## src/rtl/pwm_rgbw_gen.sv

```systemverilog
// Four-channel 8-bit PWM generator (R, G, B, W) advanced by rising edges of a prescaled clock level.
// New duties are staged as pending and only become active at a period boundary, or at once while disabled.
module pwm_rgbw_gen (
    input  logic       clk,
    input  logic       reset,
    input  logic       clkPresc,
    input  logic       enable,
    input  logic       load,
    input  logic [7:0] dutyR,
    input  logic [7:0] dutyG,
    input  logic [7:0] dutyB,
    input  logic [7:0] dutyW,
    output logic       pwmR,
    output logic       pwmG,
    output logic       pwmB,
    output logic       pwmW,
    output logic       loadAck,
    output logic       periodEnd
);

    logic            presc_q;
    logic            presc_d;
    logic [7:0]      cnt_q;
    logic [7:0]      cnt_d;
    logic [3:0][7:0] pend_q;
    logic [3:0][7:0] pend_d;
    logic            pend_flag_q;
    logic            pend_flag_d;
    logic [3:0][7:0] act_q;
    logic [3:0][7:0] act_d;
    logic [3:0]      pwm_q;
    logic [3:0]      pwm_d;
    logic            ack_q;
    logic            ack_d;
    logic            pe_q;
    logic            pe_d;

    logic            tick_s;
    logic            wrap_s;
    logic            apply_s;

    // Next-state logic: prescaler edge detect, period counter, duty staging and PWM compare.
    always_comb begin
        presc_d     = clkPresc;
        cnt_d       = cnt_q;
        pend_d      = pend_q;
        pend_flag_d = pend_flag_q;
        act_d       = act_q;
        pwm_d       = 4'b0000;
        ack_d       = 1'b0;
        pe_d        = 1'b0;

        tick_s  = clkPresc & ~presc_q;
        wrap_s  = tick_s & enable & (cnt_q == 8'd255);
        // While disabled there is no period to protect, so pending duties apply immediately.
        apply_s = pend_flag_q & (wrap_s | ~enable);

        if (!enable) begin
            cnt_d = 8'd0;
        end else if (tick_s) begin
            cnt_d = cnt_q + 8'd1;
        end else begin
            cnt_d = cnt_q;
        end

        if (apply_s) begin
            act_d = pend_q;
        end else begin
            act_d = act_q;
        end

        // A load on an apply edge re-arms the flag with the new values after the old ones go active.
        if (load) begin
            pend_d      = {dutyW, dutyB, dutyG, dutyR};
            pend_flag_d = 1'b1;
        end else if (apply_s) begin
            pend_flag_d = 1'b0;
        end else begin
            pend_flag_d = pend_flag_q;
        end

        for (int i = 0; i < 4; i++) begin
            pwm_d[i] = enable & (cnt_q < act_q[i]);
        end

        ack_d = apply_s;
        pe_d  = wrap_s;
    end

    // State registers with synchronous reset taking priority over all other inputs.
    always_ff @(posedge clk) begin
        if (reset) begin
            presc_q     <= 1'b0;
            cnt_q       <= 8'd0;
            pend_q      <= '0;
            pend_flag_q <= 1'b0;
            act_q       <= '0;
            pwm_q       <= 4'b0000;
            ack_q       <= 1'b0;
            pe_q        <= 1'b0;
        end else begin
            presc_q     <= presc_d;
            cnt_q       <= cnt_d;
            pend_q      <= pend_d;
            pend_flag_q <= pend_flag_d;
            act_q       <= act_d;
            pwm_q       <= pwm_d;
            ack_q       <= ack_d;
            pe_q        <= pe_d;
        end
    end

    assign pwmR      = pwm_q[0];
    assign pwmG      = pwm_q[1];
    assign pwmB      = pwm_q[2];
    assign pwmW      = pwm_q[3];
    assign loadAck   = ack_q;
    assign periodEnd = pe_q;

endmodule

```

## config.mk

```make
export PLATFORM = sky130hd
export DESIGN_NAME = pwm_rgbw_gen
export DESIGN_NICKNAME = d
export VERILOG_FILES = /design/src/rtl/pwm_rgbw_gen.sv
export SDC_FILE = /design/constraint.sdc
export NUM_CORES = 1
export LEC_CHECK = 0
export BUFFER_PORTS_ARGS = -buffer_cell sky130_fd_sc_hd__buf_2
export CORE_ASPECT_RATIO = 1.75
export CORE_UTILIZATION = 63
export DETAILED_ROUTE_END_ITERATION = 8
export MAX_ROUTING_LAYER = met4
export PLACE_DENSITY = 0.83
export SYNTH_ARGS = -nofsm -noshare
export SYNTH_HDL_FRONTEND = slang
export SYNTH_SLANG_ARGS = --single-unit
```

## constraint.sdc

```tcl
create_clock -name clk -period 3 [get_ports clk]
set_input_delay 0.6 -clock clk [delete_from_list [all_inputs] [get_ports clk]]
set_output_delay 0.6 -clock clk [all_outputs]
set_load 0.02 [all_outputs]
```

# Word level (Yosys, flattened, before mapping)
# Index checks and enable logic that the tools add are counted.
[word_totals]
regBits = 80
in_bits = 37
output_inout_bits = 6
[classes]
add_sub_neg = 1
n_lt_le_gt_ge = 4
eq_ne = 1
muxes = 2
n_bitwise = 11
reduce_logical = 2
[op_table]
columns = ["op", "n"]
rows = [
  ["less-than comparator 8 bit", 4],
  ["adder 8 x 1 -> 8 bit, second input constant", 1],
  ["AND 1 bit", 8],
  ["equality test 8 bit, second input constant", 1],
  ["2-to-1 mux 1 bit", 2],
  ["NOT 1 bit", 2],
  ["nonzero test 2 bit", 1],
  ["OR reduction 2 bit", 1],
  ["OR 1 bit", 1],
]

# Logic depth before layout (Yosys ltp)
# Gate-level depths: netlist (run 1).
[logic_depth]
depth_word = 8
depth_mapped = 7

# Worst setup path after synthesis (run 1)
# No wires, ideal clock.
[synth_path]
kind = "register to register"
startpoint = "reg cnt_q[1]"
endpoint = "reg act_q[0] (netlist name)"
t_arrival_ns = 1.672
required_time_ns = 2.882
path_slack_ns = 1.210
stages_incl_launch_ff = 8
n_path_buf = 2
cell_sequence = "dfxtp_1 > ha_1 > nand3b_4 > or3_4 > a21bo_1 > buf_6 > buf_12 > mux2i_1"
[synth_via]
elab_chain_cells = 4
[synth_rtl]
columns = ["element", "line", "rtl"]
rows = [
  ["start: declaration", "23", "logic [7:0] cnt_q;"],
  ["start signal: assignment", "103", "cnt_q <= cnt_d;"],
  ["equality test 8 bit", "54", "wrap_s = tick_s & enable & (cnt_q == 8'd255);"],
  ["AND 1 bit", "54", ""],
  ["OR 1 bit", "56", "apply_s = pend_flag_q & (wrap_s | ~enable);"],
  ["AND 1 bit", "56", ""],
  ["end signal: assignment", "106", "act_q <= act_d;"],
  ["end: declaration", "29", "logic [3:0][7:0] act_q;"],
]
# Every way passes these cells.
# A chain may end at the register's enable or synchronous reset.

# Final worst setup path (run 1)
[layout_path]
startpoint = "reg cnt_q[1]"
endpoint = "reg act_q[15] (netlist name)"
# Same word-level chain as after synthesis.

==> metrics.csv, run 1 <==
metric,value,unit
track_usage,0.242,
postLayoutCellArea,4350,µm²
grt_pass1_wl,11200,µm
die_w,61.4,µm
cts-root-buf,clkbuf_8,
path_class,reg -> reg,
skew,0.00609,ns
critPathSlowestCell,a21bo_1,
drc,0,
gp_congestion,0.878,
ys_ff_latch,80,
cp_data_arrival_time,2.58,ns
cts_resized,0,
synth.area.top_cells,"dfxtp_1 (41%), mux2i_1 (17%), ha_1 (9.3%), or2b_1 (7.7%), nand2b_1 (4.7%)",
worst_hold_path_type,in -> reg,
layout.nets,497,
critPathRequiredTime,3.29,ns
maxSlewHeadroom,0.368,
worst_slew_pin_slew,0.948,ns
synth_area,3890,µm²
min_period_over_period,0.764,
io_pins,43,
cp-end-kind,flip-flop,
ir_worst_vdd,567,µV
post_cts.repair.setup_buffers,0,
gr-total-overflow,0,
place_area,4110,µm²
synth_cell_type_count,33,
port_buffers,42,
htree_levels,3,
cts_tree,built,
antenna_found_initial,0,
maxCapViolations,0,
avgViaCountPerCell,5.22,
cts.hold.buffers_added,0,
grt_max_degree,79,
drive_gt1_frac,0.147,
synth_flop_cell,dfxtp_1,
ant_nets,0,
synth_edf_count,0,
min_period,2.29,ns
fin_hold_ws,0.469,ns
cts_sinks,80,
drtIter0Drc,82,
rsz0062_at_grt,false,
numCtsBuffers,9,
power_density,514,nW/µm²
clockBufferDepth,2,
yosysTopAreaCell,dfxtp_1,
syn_inst,396,
fp.dieArea,6510,µm²
rows,37,
async_flop_share,0,
setup_tns,0,ns
drv_slew,0,
drt-total-wl,6700,µm
fp.dieH,106,µm
finalHoldViolations,0,
coreArea,5930,µm²
path_max_fanout,18,
wire_per_inst,13.0,µm
worstSkewPairLatency,0.36,ns
initial_core_util,0.657,
syn_to_final_growth,11.7,%
critPathLaunchType,flip-flop,
first_pass_iters,4,
hpwlAfterDp,4750,µm
ys.warnings.count,0,
diodes,0,
synth_top_area_share,0.411,
status,"complete, no violations",
p_leak,2.04,nW
dr_total_vias,2685,
fmax,437,MHz
synth_fp_nets,462,
grt_pass1_vias,2581,
setup_viol,0,
clk_pin_slew,0.08,ns
worst_path_largest_cell_delay,0.51,ns
syn-mean-instance-area,9.84,µm²
path_cells,ha_1 > nand3b_4 > or3_4 > a21bo_1 > buf_12 > mux2i_1,
ys_seq_area_frac,0.411,
[through the flow]
stage	total power [mW]	setup slack, ns	instances	utilization
after floorplan	1.27	1.21	396	-
after global placement	1.31	0.737	498	0.693
after detailed placement	1.32	0.675	498	0.693
after CTS	2.26	0.682	514	0.734
after global routing	2.32	0.588	514	0.734
final	2.24	0.709	514	0.734
[cell usage in the layout (no fill, tap or decap), types with 2 or more instances in the layout]
cell        n
o21ai_0     2
nor2_1     44
o31a_1      3
nand4_1     4
dfxtp_1    80
inv_1      31
xnor2_1     2
clkinv_4    2
nand3_1     3
buf_12      2
and3_1      2
a21o_1      4
nand2b_1   29
xor2_1      4
o22ai_1     3
bufinv_16   3
ha_1       29
buf_2      42
or2b_1     40
nor3_1      4
nor2b_1     3
clkbuf_8    9
a21oi_1    11
mux2i_1    65
nand2_1     5
[where the power goes]
part	total (mW)	internal [mW]	switching [mW]
Combinational	0.176	0.0904	0.0859
Clock	0.944	0.553	0.391
Sequential	1.12	1.10	0.0186
Total	2.24	1.74	0.495
[synthesized netlist by cell type, types with 4 or more instances]
| cell | n |
|---|---|
| a21o_1 | 4 |
| a21oi_1 | 11 |
| buf_1 | 4 |
| clkbuf_1 | 9 |
| dfxtp_1 | 80 |
| ha_1 | 29 |
| inv_1 | 31 |
| mux2i_1 | 65 |
| nand2_1 | 5 |
| nand2b_1 | 29 |
| nand4_1 | 4 |
| nor2_1 | 44 |
| nor3_1 | 4 |
| or2b_1 | 40 |
| xor2_1 | 4 |
[cell type report]
type / count / area (µm²)
Multi-Input combinational cell: 265 / 2040
Tap cell: 78 / 97.6
Inverter: 31 / 116
Clock buffer: 9 / 124
Timing Repair Buffer: 44 / 250
Sequential cell: 80 / 1600
Clock inverter: 7 / 120
Fill cell: 471 / 1570
[registers in the layout, summed over array words and instances (netlist names)]
register,flops
periodEnd,1
pend_flag_q,1
pend_q,32
pwm_q,4
presc_q,1
cnt_q,8
loadAck,1
act_q,32
[logic make-up after synthesis]
| family | count (synthesis) | synth area share |
|---|---|---|
| and+or+nand+nor | 138 | 0.206 |
| AOI/OAI and AO/OA | 27 | 0.0447 |
| muxes | 65 | 0.167 |
| adders and majority gates | 29 | 0.0932 |
| xor gates and xnor gates | 6 | 0.0135 |
| DFF | 80 | 0.411 |
| buffers and inverters | 51 | 0.0646 |
[per-layer routing]
layer  global-route usage  part of all wire  vias to the layer above
li1                     -                 -                     1373
met1                0.252              0.41                     1238
met2                0.401              0.51                       54
met3               0.0353             0.031                       20
met4                0.163             0.041                        0
met5                    -                 0                        -
[worst max-delay path, delay by kind of cell, from the launching register on]
kind                       cells  cell delay [ns]
AOI/OAI and AO/OA              1             0.51
buffers and inverters          1             0.31
DFF                            1             0.45
and+or+nand+nor                2             0.50
adders and majority gates      1             0.25
muxes                          1             0.17
[worst paths after layout]
check	slack [ns]	start	end	depth (start not counted)
setup reg to reg	0.71	cnt_q[1]	act_q[15]	6
hold / removal	0.47	dutyW[0]	pend_q[24]	3
setup / recovery	0.71	cnt_q[1]	act_q[15]	6
hold reg to reg	0.48	pend_q[25]	act_q[25]	2
Power figures use the tool's default switching activity.
==> run 2, diff against run 1 <==
CORE_UTILIZATION = 58   (was 63)
PLACE_DENSITY = 0.77   (was 0.83)
clock period = 2.2 ns   (was 3 ns; I/O delays follow)
==> run 2 against run 1 <==
Compared with the run above: clock power grew 45%; cell count grew 1.9%; setup slack lost 0.44 ns; utilization shrank 5.3 points; critical path depth is the same; largest cell class unchanged; sequential power grew 37%; worst hold slack lost 0.14 ns; first-iteration DRC count grew 23%.
==> metrics.csv, run 2 (synthesized netlist as in run 1, its figures left out) <==
metric,value,unit,change
finalPower,3.13,mW,+40%
cp_data_arrival_time,2.15,ns,-0.43 ns
initial_core_util,0.600,,-0.0572
drive_gt1_frac,0.156,,+0.00932
skew,0.00628,ns,+0.000193 ns
drc,0,,unchanged
die_w,63.9,µm,+4.1%
fp.dieArea,7060,µm²,+8.4%
layout.nets,503,,+1.2%
antenna_found_initial,0,,unchanged
setup_viol,0,,unchanged
maxSlewHeadroom,0.640,,+0.272
min_period_over_period,0.879,,+0.116
grt_pass1_vias,2730,,+5.8%
path_class,reg -> reg,,
whs_path_depth,3,,unchanged
dp_cells,508,,+2.0%
cts_sinks,80,,unchanged
track_usage,0.224,,-0.0171
post_cts.repair.setup_buffers,0,,unchanged
worst_slew_pin_slew,0.539,ns,-0.409 ns
reg.largest.list,"act_q x32, pend_q x32, cnt_q x8",,
dr_total_vias,2662,,-0.86%
final_common_cell,dfxtp_1,,
power_density,709,nW/µm²,+38%
clockBufferDepth,2,,unchanged
wire_per_inst,13.0,µm,-0.65%
grt_pass1_wl,11900,µm,+6.1%
drv_slew,0,,unchanged
cp-end-kind,flip-flop,,
first_pass_iters,4,,unchanged
coreArea,6490,µm²,+9.5%
layout_common_cells,"dfxtp_1 (80), mux2i_1 (65), nor2_1 (44), buf_2 (42), or2b_1 (40)",,
fin_hold_ws,0.331,ns,-0.138 ns
diodes,0,,unchanged
numCtsBuffers,9,,unchanged
rows,39,,+5.4%
avgViaCountPerCell,5.08,,-2.7%
worstSkewPairLatency,0.34,ns,-0.02 ns
finalHoldViolations,0,,unchanged
setup_tns,0,ns,unchanged
worst_hold_path_type,in -> reg,,
port_buffers,42,,unchanged
ir_worst_vdd,511,µV,-9.8%
critPathLaunchType,flip-flop,,
critPathRequiredTime,2.41,ns,-0.88 ns
syn_to_final_growth,13.5,%,
clk_pin_slew,0.06,ns,-0.02 ns
drt-total-wl,6790,µm,+1.3%
rsz0062_at_grt,false,,
grt_max_degree,55,,-30%
htree_levels,3,,unchanged
maxCapViolations,0,,unchanged
cts_resized,0,,unchanged
min_period,1.93,ns,-0.357 ns
io_pins,43,,unchanged
hpwlAfterDp,4880,µm,+2.6%
fmax,517,MHz,+18%
final_cells,524,,+1.9%
p_leak,2.07,nW,+1.6%
cts-root-buf,clkbuf_16,,
gr-total-overflow,0,,unchanged
status,"complete, no violations",,
path_max_fanout,18,,unchanged
reg2reg_depth,6,,unchanged
drtIter0Drc,101,,+23%
gp_congestion,0.849,,-3.3%
fp.dieH,110,µm,+4.1%
cts.hold.buffers_added,0,,unchanged
cts_tree,built,,
ant_nets,0,,unchanged
-- run 2: cell types whose count changed in the layout (fill, tap and decap cells not counted), sizes merged --
| cell | delta |
|---|---|
| clkinv | -1 |
| clkinvlp | +2 |
| clkbuf | +2 |
| bufinv | -3 |
| buf | +6 |
-- run 2: per-stage QoR --
step | setup WS, ns | instance area [µm²] | utilization
floorplan | 0.410 | 3890 | -
global placement | 0.324 | 4150 | 0.639
detailed placement | 0.271 | 4150 | 0.639
CTS | 0.258 | 4420 | 0.681
global route | 0.190 | 4420 | 0.681
finish | 0.266 | 4420 | 0.681
-- run 2: final timing paths --
path | from | end | slack [ns]
hold / removal | dutyB[3] | pend_q[19] | 0.33
setup reg to reg | cnt_q[1] | act_q[19] | 0.27
hold reg to reg | pend_q[29] | act_q[29] | 0.47
setup / recovery | cnt_q[1] | act_q[19] | 0.27
-- run 2: cell type report --
| type | count | area, µm² |
|---|---|---|
| Clock buffer | 11 | 243 |
| Clock inverter | 5 | 32.5 |
| Fill cell | 570 | 2070 |
| Inverter | 31 | 116 |
| Multi-Input combinational cell | 265 | 2040 |
| Sequential cell | 80 | 1600 |
| Tap cell | 82 | 103 |
| Timing Repair Buffer | 50 | 283 |
-- run 2: critical path, stage by stage (launching register included) --
cell and delay [ns]:
dfxtp_1 0.45, ha_1 0.26, nand3b_4 0.11, or3_4 0.38
a21bo_1 0.22, buf_4 0.23, mux2i_1 0.16
-- run 2: power by group --
group          switching, mW  total, mW  leakage [nW]  internal (mW)
Sequential            0.0255       1.53         0.653           1.50
Combinational          0.117      0.240          1.29          0.123
Clock                  0.575       1.37         0.128          0.790
-- run 2: routing by layer --
| layer | GRT usage | share of wire | up-vias |
|---|---|---|---|
| met2 | 0.372 | 0.49 | 50 |
| met1 | 0.236 | 0.43 | 1203 |
| met4 | 0.148 | 0.044 | 0 |
| li1 | - | - | 1386 |
| met3 | 0.0434 | 0.029 | 23 |
| met5 | - | 0 | - |
